<file path="src/rtl/mem_access.sv">
// Memory access (MA) stage of the riscv-small 5-stage pipeline.
// Drives the data-memory req/ack bus from the EX->MA register and formats
// load and store data. It holds the pipeline while a transaction is
// outstanding, then captures the result into the MA->WB register.
// Optional feature: define MEM_ACCESS_MISALIGN_TRAP_EN to trap misaligned
// half/word accesses. This adds the misalign_err and misalign_addr outputs.
module mem_access #(
   parameter int XLEN       = 32,
   parameter int REG_ADDR_W = 5
) (
   input  logic                  clk,
   input  logic                  rst_n,
   input  logic                  clk_en,
   input  logic                  flush,
   input  logic [XLEN-1:0]       alu_ma,
   input  logic [XLEN-1:0]       rs2_ma,
   input  logic                  rd0_wr_en_ma,
   input  logic                  data_rd_en_ma,
   input  logic                  data_wr_en_ma,
   input  logic [2:0]            funct3_ma,
   input  logic [REG_ADDR_W-1:0] rd0_addr_ma,
   output logic                  dmem_req,
   output logic                  dmem_we,
   output logic [XLEN-1:0]       dmem_addr,
   output logic [3:0]            dmem_be,
   output logic [XLEN-1:0]       dmem_wdata,
   input  logic [XLEN-1:0]       dmem_rdata,
   input  logic                  dmem_ack,
   output logic                  stall_ma,
   output logic [XLEN-1:0]       rd0_data_wb,
   output logic                  rd0_wr_en_wb,
   output logic [REG_ADDR_W-1:0] rd0_addr_wb
`ifdef MEM_ACCESS_MISALIGN_TRAP_EN
   ,
   output logic                  misalign_err,
   output logic [XLEN-1:0]       misalign_addr
`endif
);

   typedef enum logic {
      IDLE = 1'b0,
      BUSY = 1'b1
   } state_t;

   // Load extraction: the byte is selected by off and the half by off[1].
   // Undefined funct3 codes fall through to a full word.
   function automatic logic [31:0] load_fmt(input logic [2:0]  f3,
                                            input logic [1:0]  off,
                                            input logic [31:0] rdata);
      logic signed [7:0]  b;
      logic signed [15:0] h;
      logic [31:0]        res;
      case (off)
         2'd0:    b = rdata[7:0];
         2'd1:    b = rdata[15:8];
         2'd2:    b = rdata[23:16];
         default: b = rdata[31:24];
      endcase
      h = off[1] ? rdata[31:16] : rdata[15:0];
      case (f3)
         3'b000:  res = {{24{b[7]}}, b};
         3'b100:  res = {24'd0, b};
         3'b001:  res = {{16{h[15]}}, h};
         3'b101:  res = {16'd0, h};
         default: res = rdata;
      endcase
      return res;
   endfunction

   // Store byte enables: a byte uses its own lane, a half uses the lower or
   // upper pair, and anything else is a full word.
   function automatic logic [3:0] store_be(input logic [2:0] f3,
                                           input logic [1:0] off);
      logic [3:0] be;
      case (f3[1:0])
         2'b00:   be = 4'b0001 << off;
         2'b01:   be = 4'b0011 << {off[1], 1'b0};
         default: be = 4'b1111;
      endcase
      return be;
   endfunction

   // Store data is replicated across every lane so the memory can take the
   // enabled bytes straight from their natural positions.
   function automatic logic [31:0] store_data(input logic [2:0]  f3,
                                              input logic [31:0] rs2);
      logic [31:0] wd;
      case (f3[1:0])
         2'b00:   wd = {4{rs2[7:0]}};
         2'b01:   wd = {2{rs2[15:0]}};
         default: wd = rs2;
      endcase
      return wd;
   endfunction

`ifdef MEM_ACCESS_MISALIGN_TRAP_EN
   // A half must sit on an even address and a word on a multiple of four.
   // Undefined funct3 codes are treated as words, matching load_fmt.
   function automatic logic is_misaligned(input logic [2:0] f3,
                                          input logic [1:0] off);
      logic mis;
      case (f3[1:0])
         2'b00:   mis = 1'b0;
         2'b01:   mis = off[0];
         default: mis = (off != 2'b00);
      endcase
      return mis;
   endfunction
`endif

   state_t                  state_q, state_d;
   logic                    req_raw;
   logic                    mem_op;
   logic                    is_store;
   logic                    is_load;
   logic                    mis;
   logic                    access;
   logic [1:0]              off;
   logic [XLEN-1:0]         wb_data_d, wb_data_q;
   logic                    wb_en_d, wb_en_q;
   logic [REG_ADDR_W-1:0]   wb_addr_d, wb_addr_q;
   logic                    err_d, err_q;
   logic [XLEN-1:0]         err_addr_d, err_addr_q;

   assign off      = alu_ma[1:0];
   assign mem_op   = data_rd_en_ma | data_wr_en_ma;
   assign is_store = data_wr_en_ma;
   assign is_load  = data_rd_en_ma & ~data_wr_en_ma;
`ifdef MEM_ACCESS_MISALIGN_TRAP_EN
   assign mis      = mem_op & is_misaligned(funct3_ma, off);
`else
   assign mis      = 1'b0;
`endif
   assign access   = clk_en & mem_op & ~mis;

   // State register: an abandoned transaction returns to IDLE on reset.
   always_ff @(posedge clk or negedge rst_n) begin
      if (!rst_n) state_q <= IDLE;
      else        state_q <= state_d;
   end

   // Request generation and next state. The state moves only when clk_en=1,
   // but BUSY keeps the request raised regardless of clk_en.
   always_comb begin
      state_d = state_q;
      req_raw = 1'b0;
      case (state_q)
         IDLE: begin
            req_raw = access;
            if (req_raw && !dmem_ack) state_d = BUSY;
         end
         BUSY: begin
            req_raw = 1'b1;
            if (clk_en && dmem_ack) state_d = IDLE;
         end
         default: state_d = IDLE;
      endcase
   end

   // Gating the request with rst_n drops it the instant reset asserts,
   // even while the upstream inputs still describe an access.
   assign dmem_req   = rst_n & req_raw;
   assign stall_ma   = dmem_req & ~dmem_ack;
   assign dmem_addr  = {alu_ma[XLEN-1:2], 2'b00};
   assign dmem_we    = dmem_req & is_store;
   assign dmem_be    = dmem_req ? (is_store ? store_be(funct3_ma, off) : 4'b1111)
                                : 4'b0000;
   assign dmem_wdata = (dmem_req && is_store) ? store_data(funct3_ma, rs2_ma)
                                              : '0;

   // WB next state. The priority order is flush, then stall bubble, then
   // misaligned bubble, then load, then store, then ALU pass-through.
   always_comb begin
      wb_data_d  = wb_data_q;
      wb_en_d    = wb_en_q;
      wb_addr_d  = wb_addr_q;
      err_d      = 1'b0;
      err_addr_d = err_addr_q;
      if (clk_en) begin
         if (flush || stall_ma || mis) begin
            wb_data_d = '0;
            wb_en_d   = 1'b0;
            wb_addr_d = '0;
            if (!flush && !stall_ma && mis) begin
               err_d      = 1'b1;
               err_addr_d = alu_ma;
            end
         end else if (is_load) begin
            wb_data_d = load_fmt(funct3_ma, off, dmem_rdata);
            wb_en_d   = rd0_wr_en_ma;
            wb_addr_d = rd0_addr_ma;
         end else if (is_store) begin
            wb_data_d = '0;
            wb_en_d   = 1'b0;
            wb_addr_d = '0;
         end else begin
            wb_data_d = alu_ma;
            wb_en_d   = rd0_wr_en_ma;
            wb_addr_d = rd0_addr_ma;
         end
      end
   end

   // MA->WB pipeline register and misalignment capture.
   always_ff @(posedge clk or negedge rst_n) begin
      if (!rst_n) begin
         wb_data_q  <= '0;
         wb_en_q    <= 1'b0;
         wb_addr_q  <= '0;
         err_q      <= 1'b0;
         err_addr_q <= '0;
      end else begin
         wb_data_q  <= wb_data_d;
         wb_en_q    <= wb_en_d;
         wb_addr_q  <= wb_addr_d;
         err_q      <= err_d;
         err_addr_q <= err_addr_d;
      end
   end

   assign rd0_data_wb  = wb_data_q;
   assign rd0_wr_en_wb = wb_en_q;
   assign rd0_addr_wb  = wb_addr_q;

`ifdef MEM_ACCESS_MISALIGN_TRAP_EN
   assign misalign_err  = err_q;
   assign misalign_addr = err_addr_q;
`else
   // The error state still exists without the trap but has no port.
   logic unused_err;
   assign unused_err = err_q ^ (^err_addr_q);
`endif

endmodule

</file>
<file path="config.mk">
export PLATFORM = sky130hd
export DESIGN_NAME = mem_access
export DESIGN_NICKNAME = d
export VERILOG_FILES = /design/src/rtl/mem_access.sv
export SDC_FILE = /design/constraint.sdc
export NUM_CORES = 1
export LEC_CHECK = 0
export CORE_ASPECT_RATIO = 0.5
export CORE_UTILIZATION = 36
export DETAILED_ROUTE_END_ITERATION = 6
export PLACE_DENSITY = 0.82
export SLEW_MARGIN = 30
export SYNTH_ARGS = -nofsm -noshare
export SYNTH_HDL_FRONTEND = slang
export SYNTH_SLANG_ARGS = --single-unit
</file>
<file path="constraint.sdc">
create_clock -name clk -period 2.7 [get_ports clk]
set_clock_uncertainty 0.05 [all_clocks]
set_input_delay 0.675 -clock clk [delete_from_list [all_inputs] [get_ports clk]]
set_output_delay 0.675 -clock clk [all_outputs]
set_load 0.02 [all_outputs]
</file>
== Yosys cells after proc, flatten, opt, wreduce, memory -nomap -nowiden ==
Cells that the tools add are included.

* Equality and inequality tests: 6
* Multipliers: 0
* Reduce and logical (&&, ||, !) cells: 8
* $add $sub $neg: 0
* Divide/modulo/power cells: 0
* Multiplexer cells: 21
* Magnitude comparators: 0
* Bitwise operators: 9
* Shifts and indexed selects: 2

{| class="wikitable"
|+ Operators with widths
! kind !! number
|-
| $mux 32 || 4
|-
| $pmux 32 s4 || 1
|-
| $pmux 32 s2 || 1
|-
| $pmux 8 s3 || 1
|-
| $mux 16 || 1
|-
| $mux 5 || 3
|-
| $mux 4 || 2
|-
| $pmux 4 s2 || 1
|-
| $eq 3x3->1 const B || 2
|-
| $and 1x1->1 || 5
|-
| $mux 1 || 5
|-
| $eq 2x1->1 const B || 2
|-
| $logic_not 2->1 || 2
|-
| $pmux 1 s2 || 2
|-
| $shl 1x2->4 const A || 1
|-
| $shl 2x2->4 const A || 1
|-
| $eq 3x1->1 const B || 1
|-
| $logic_and 1x1->1 || 3
|-
| $logic_not 3->1 || 1
|-
| $not 1->1 || 3
|-
| $eq 2x2->1 const B || 1
|-
| $logic_not 1->1 || 1
|-
| $logic_or 1x1->1 || 1
|-
| $or 1x1->1 || 1
|}

* Output and inout bits: 109
* Register bits: 39
* Memories kept: 0
* Word-level logic and storage cells: 50
* RAM bits: 0
* Bits in latches: 0
* Bits in read-only memories: 0

== Depth between registers and ports, before layout ==
* Depth after elaboration: 7
* Depth in mapped cells: 7
* Mapped depth without buffers: 5

== Worst setup path after synthesis ==
Ideal clock, no wire load.

* Path type: in2out
* Start point: input port data_wr_en_ma
* End point: output port dmem_wdata[12]
* Setup slack: -0.043 ns
* Data arrival time: 2.018 ns
* Path buffers: 3
* Cell stages on the path: 7
* Cell sequence: buf_2 -> o21a_1 -> o21ai_2 -> or2_2 -> buf_2 -> buf_2 -> a21oi_1

* Longest elaborated chain between the ends: 6

{| class="wikitable"
|+ Ends and longest elaborated chain
! element !! RTL line !! source
|-
| start, declared || 19 || <nowiki>input logic data_wr_en_ma,</nowiki>
|-
| $or 1x1->1 || 126 || <nowiki>assign mem_op = data_rd_en_ma | data_wr_en_ma;</nowiki>
|-
| $and 1x1->1 || 134 || <nowiki>assign access = clk_en & mem_op & ~mis;</nowiki>
|-
| $pmux 1 s2 || 147 || <nowiki>case (state_q)</nowiki>
|-
| $and 1x1->1 || 162 || <nowiki>assign dmem_req = rst_n & req_raw;</nowiki>
|-
| $logic_and 1x1->1 * || 168 || <nowiki>assign dmem_wdata = (dmem_req && is_store) ? store_data(funct3_ma, rs2_ma)</nowiki>
|-
| $mux 32 * || 168 ||
|-
| end, declared || 26 || <nowiki>output logic [XLEN-1:0] dmem_wdata,</nowiki>
|}

Mark *: on every way between the ends. The rest lies on a longest branch, timed or not.

== Worst setup path in the final report ==
* Start point: input port data_wr_en_ma
* End point: output port dmem_wdata[4]

Same word-level chain as after synthesis.

==> flow_summary.json <==
{
  "status": "complete, no violations",
  "ios": 221,
  "synth_top_cell_area_share_pct": 30.1,
  "clkTransAtPathRegs_ns": 0.06,
  "mostFrequentLayoutCell": "sky130_fd_sc_hd__clkdlybuf4s50_1",
  "drt_pre_antenna_iters": 5,
  "final_nets": 723,
  "critPathKind": "input port to output pin",
  "die_h_um": 69.1,
  "place.gp.congestion": 1.00,
  "postSynthCellCount": 388,
  "syn_area_um2": 3240,
  "ys_warns": 0,
  "cts_tree": "yes",
  "finalSetupViolCount": 0,
  "die_area_um2": 9420,
  "detailedPlacementHpwl_mm": 10.5,
  "worst_ep_arrival_time_ns": 1.96,
  "synth_mux_area_share_pct": 7.83,
  "cts_made_buffers": 5,
  "worst-path-buf-inv": 3,
  "power.clock.fraction_pct": 34.8,
  "ys_top_cells_by_area": "sky130_fd_sc_hd__dfrtp_1 (30%), sky130_fd_sc_hd__buf_4 (7.6%), sky130_fd_sc_hd__mux2i_1 (6.8%)",
  "syn-mean-instance-area_um2": 8.36,
  "first_global_vias": 3958,
  "dp_cells": 716,
  "pin_count_of_the_biggest_net_entering_global_routing": 40,
  "biggest_area_consumer_among_synthesized_cells": "sky130_fd_sc_hd__dfrtp_1",
  "ratio_of_cells_with_drive_above_1_in_the_final_layout_pct": 22.4,
  "final_cell_mix": "sky130_fd_sc_hd__clkdlybuf4s50_1 (171), sky130_fd_sc_hd__buf_4 (60), sky130_fd_sc_hd__dfrtp_1 (39), sky130_fd_sc_hd__a21oi_1 (31), sky130_fd_sc_hd__nor2_1 (28)",
  "flow.area_growth_from_synthesis_pct": 79.6,
  "cts_hold_bufs": 0,
  "path_max_fanout": 6,
  "period_minus_slack_ns": 2.69,
  "report.final.slew_viol_count": 0,
  "tightest_slew_ns": 0.912,
  "power.leakage_nw": 2.62,
  "cp_capture_type": "output pin",
  "clkLatencyLatePin_ns": 0.29,
  "instance_area_after_placement_um2": 5650,
  "wire_per_inst_um": 19.4,
  "power_density_nw_per_um2": 401,
  "synth_compound_area_share_pct": 33.6,
  "timing.hold.worst.start": "rd0_data_wb[5]",
  "swShare_pct": 31.4,
  "r2r_end": "rd0_data_wb[24]",
  "asyncSetResetFlopFracSynth_pct": 100,
  "num_vias": 4171,
  "hold_viol": 0,
  "timing.reg2reg.setup_slack_ns": 0.98,
  "synth-seq-area-share_pct": 30.1,
  "drv.max_cap_violation_count": 0,
  "combinational_power_share_pct": 37.6,
  "routed_via_density": 5.71,
  "min-delay-path-class": "register to register",
  "synth_top_family_by_area": "compound AO/OA/AOI/OAI gates",
  "timing.slew.headroom_pct": 39.1,
  "cts-root-to-sink-buffers": 2,
  "synth.lib_cells_used.distinct": 49,
  "synthXorXnorAreaFrac_pct": 0,
  "worst_hold_path.num_cells": 1,
  "post_synth_and_or_nand_nor_area_fraction_pct": 13.8,
  "layoutNonFillerInstCount": 730,
  "worst_reg_to_reg_path_cell_count": 6,
  "timing.critical_path.slowest_cell_delay_ns": 0.27,
  "remaining_routing_drc_violations": 0,
  "drtIter0Drc": 360,
  "final_antenna_net_count": 0,
  "total_routed_wirelength_mm": 14.2,
  "antenna_found_initial": 1,
  "io_buffers": 218,
  "yosys.area_share.adder_pct": 0,
  "fp.coreArea_um2": 8740,
  "finalCritPeriodShare_pct": 99.5,
  "required_ns": 1.98,
  "kind_of_launch_point_of_the_worst_setup_path": "input port",
  "critical_path_cell_by_cell": "dlygate4sd2_1 -> o21a_1 -> o21ai_2 -> or2_4 -> inv_4 -> and2_2 -> buf_2",
  "num_rows": 24,
  "critical-path-slowest-cell": "sky130_fd_sc_hd__or2_4",
  "ir_worst_vdd_v": 0.000285,
  "net_switching_component_of_the_power_mw": 0.733,
  "power_mw": 2.33,
  "die_w_um": 136,
  "yosys_most_used_dff": "sky130_fd_sc_hd__dfrtp_1",
  "globalRouteTotalUtil_pct": 29.2,
  "hold_ep": "rd0_data_wb[5]",
  "yosys_register_bits": 39,
  "sequentialPowerShare_pct": 27.6,
  "numClockSinks": 39,
  "wire_length_of_the_first_global_routing_pass_mm": 21.3,
  "internal_power_mw": 1.60,
  "cp_top_family": "buffers and inverters",
  "layout.cell_area.non_filler_um2": 5830,
  "reg2reg_from": "state_q",
  "ctsHtreeMaxLevel": 2,
  "starting_density_pct": 37.1,
  "ctsRootBufferMaster": "sky130_fd_sc_hd__clkbuf_16",
  "achievable-frequency_mhz": 372,
  "count_of_flip_flops_with_a_built_in_enable_after_synthesis": 0,
  "grt-ovfl-total": 0
}
[cells in the mapped netlist, drive strengths merged (2+ instances only)]
| cell type | number |
|---|---|
| nand2 | 27 |
| nand2b | 4 |
| a2111oi | 2 |
| mux2i | 22 |
| o211ai | 8 |
| a221oi | 3 |
| nor2 | 31 |
| o211a | 3 |
| a22o | 7 |
| o221ai | 12 |
| o31ai | 9 |
| a221o | 4 |
| o21ai | 20 |
| and2 | 9 |
| a22oi | 12 |
| a31oi | 8 |
| o2bb2ai | 8 |
| inv | 18 |
| and3b | 3 |
| or3 | 2 |
| clkbuf | 12 |
| or2 | 2 |
| a32oi | 2 |
| and3 | 2 |
| buf | 52 |
| a21oi | 35 |
| dfrtp | 39 |
| nand3 | 6 |
| nor2b | 6 |
| a21o | 9 |
[metrics by stage]
step	setup WS [ns]	hold WS [ns]	setup TNS (ns)	utilization (%)
global route	-0.0273	0.449	-0.249	66.7
CTS	0.00477	0.441	0	66.1
floorplan	-0.0435	0.329	-0.174	-
finish	0.0147	0.435	0	66.7
global placement	-0.703	0.421	-26.10	64.7
detailed placement	-0.751	0.423	-28.54	64.7
[metal layers]
metal | vias up | GRT usage (%) | wire length, um
met5 | - | 0 | 0
met3 | 53 | 3.68 | 955
met1 | 2032 | 39.4 | 5900
met2 | 240 | 47.5 | 6880
met4 | 0 | 10.7 | 445
li1 | 1846 | - | -
[registers in the layout, indices dropped and copies added, names as in the netlist]
register,count
rd0_data_wb,32
rd0_addr_wb,5
rd0_wr_en_wb,1
state_q,1
[how the worst max path moves through the flow]
| stage | from | end | slack (ns) | cells past startpoint |
|---|---|---|---|---|
| after detailed placement | data_rd_en_ma | dmem_wdata[22] | -0.75 | 7 |
| after global routing | data_wr_en_ma | dmem_wdata[0] | -0.03 | 7 |
| after CTS | alu_ma[1] | dmem_be[2] | 0.005 | 5 |
| final | data_wr_en_ma | dmem_wdata[4] | 0.01 | 7 |
| after global placement | data_rd_en_ma | dmem_wdata[1] | -0.70 | 7 |
| after floorplan | data_wr_en_ma | dmem_wdata[12] | -0.04 | 7 |
[worst register-to-register path, cell delays in order (launching register included)]
cell and delay [ns]:
sky130_fd_sc_hd__dfrtp_1 0.39, sky130_fd_sc_hd__buf_4 0.16, sky130_fd_sc_hd__or2_4 0.23, sky130_fd_sc_hd__a211oi_4 0.30, sky130_fd_sc_hd__buf_12 0.21, sky130_fd_sc_hd__o211ai_1 0.10
sky130_fd_sc_hd__o221ai_1 0.18
[power by group through the flow]
stage | sequential (mW) | combinational (mW) | clock, mW
floorplan | 0.700 | 0.342 | 0
CTS | 0.644 | 0.858 | 0.808
global placement | 0.653 | 0.844 | 0
detailed placement | 0.654 | 0.857 | 0
finish | 0.644 | 0.877 | 0.813
global route | 0.648 | 0.924 | 0.827
[cell families (layout without fill, tap and decap cells)]
family	count (synthesis)	count (layout)
muxes	24	24
and+or+nand+nor	93	93
DFF	39	39
buffers and inverters	82	305
other	1	3
AOI/OAI and AO/OA	149	149
[layout make-up]
cell class / count / area [um^2]
fillers: 674 / 2910
repair buffers: 278 / 2570
multi-input cells: 268 / 1850
flip-flops and latches: 39 / 976
well taps: 117 / 146
clock buffers: 5 / 125
inverters: 18 / 72.6
clock inverters: 3 / 71.3
repair inverters: 1 / 6.26
diodes: 1 / 2.50
[what timing repair did]
| action | in CTS | in global routing |
|---|---|---|
| resized for setup | 156 | 24 |
| buffers inserted | 1 | 1 |
| cloned | 2 | 1 |
| pin swaps | 2 | 2 |
| endpoints found under the setup margin | 39 | 32 |
No activity file was read; power rests on OpenSTA's default activity.
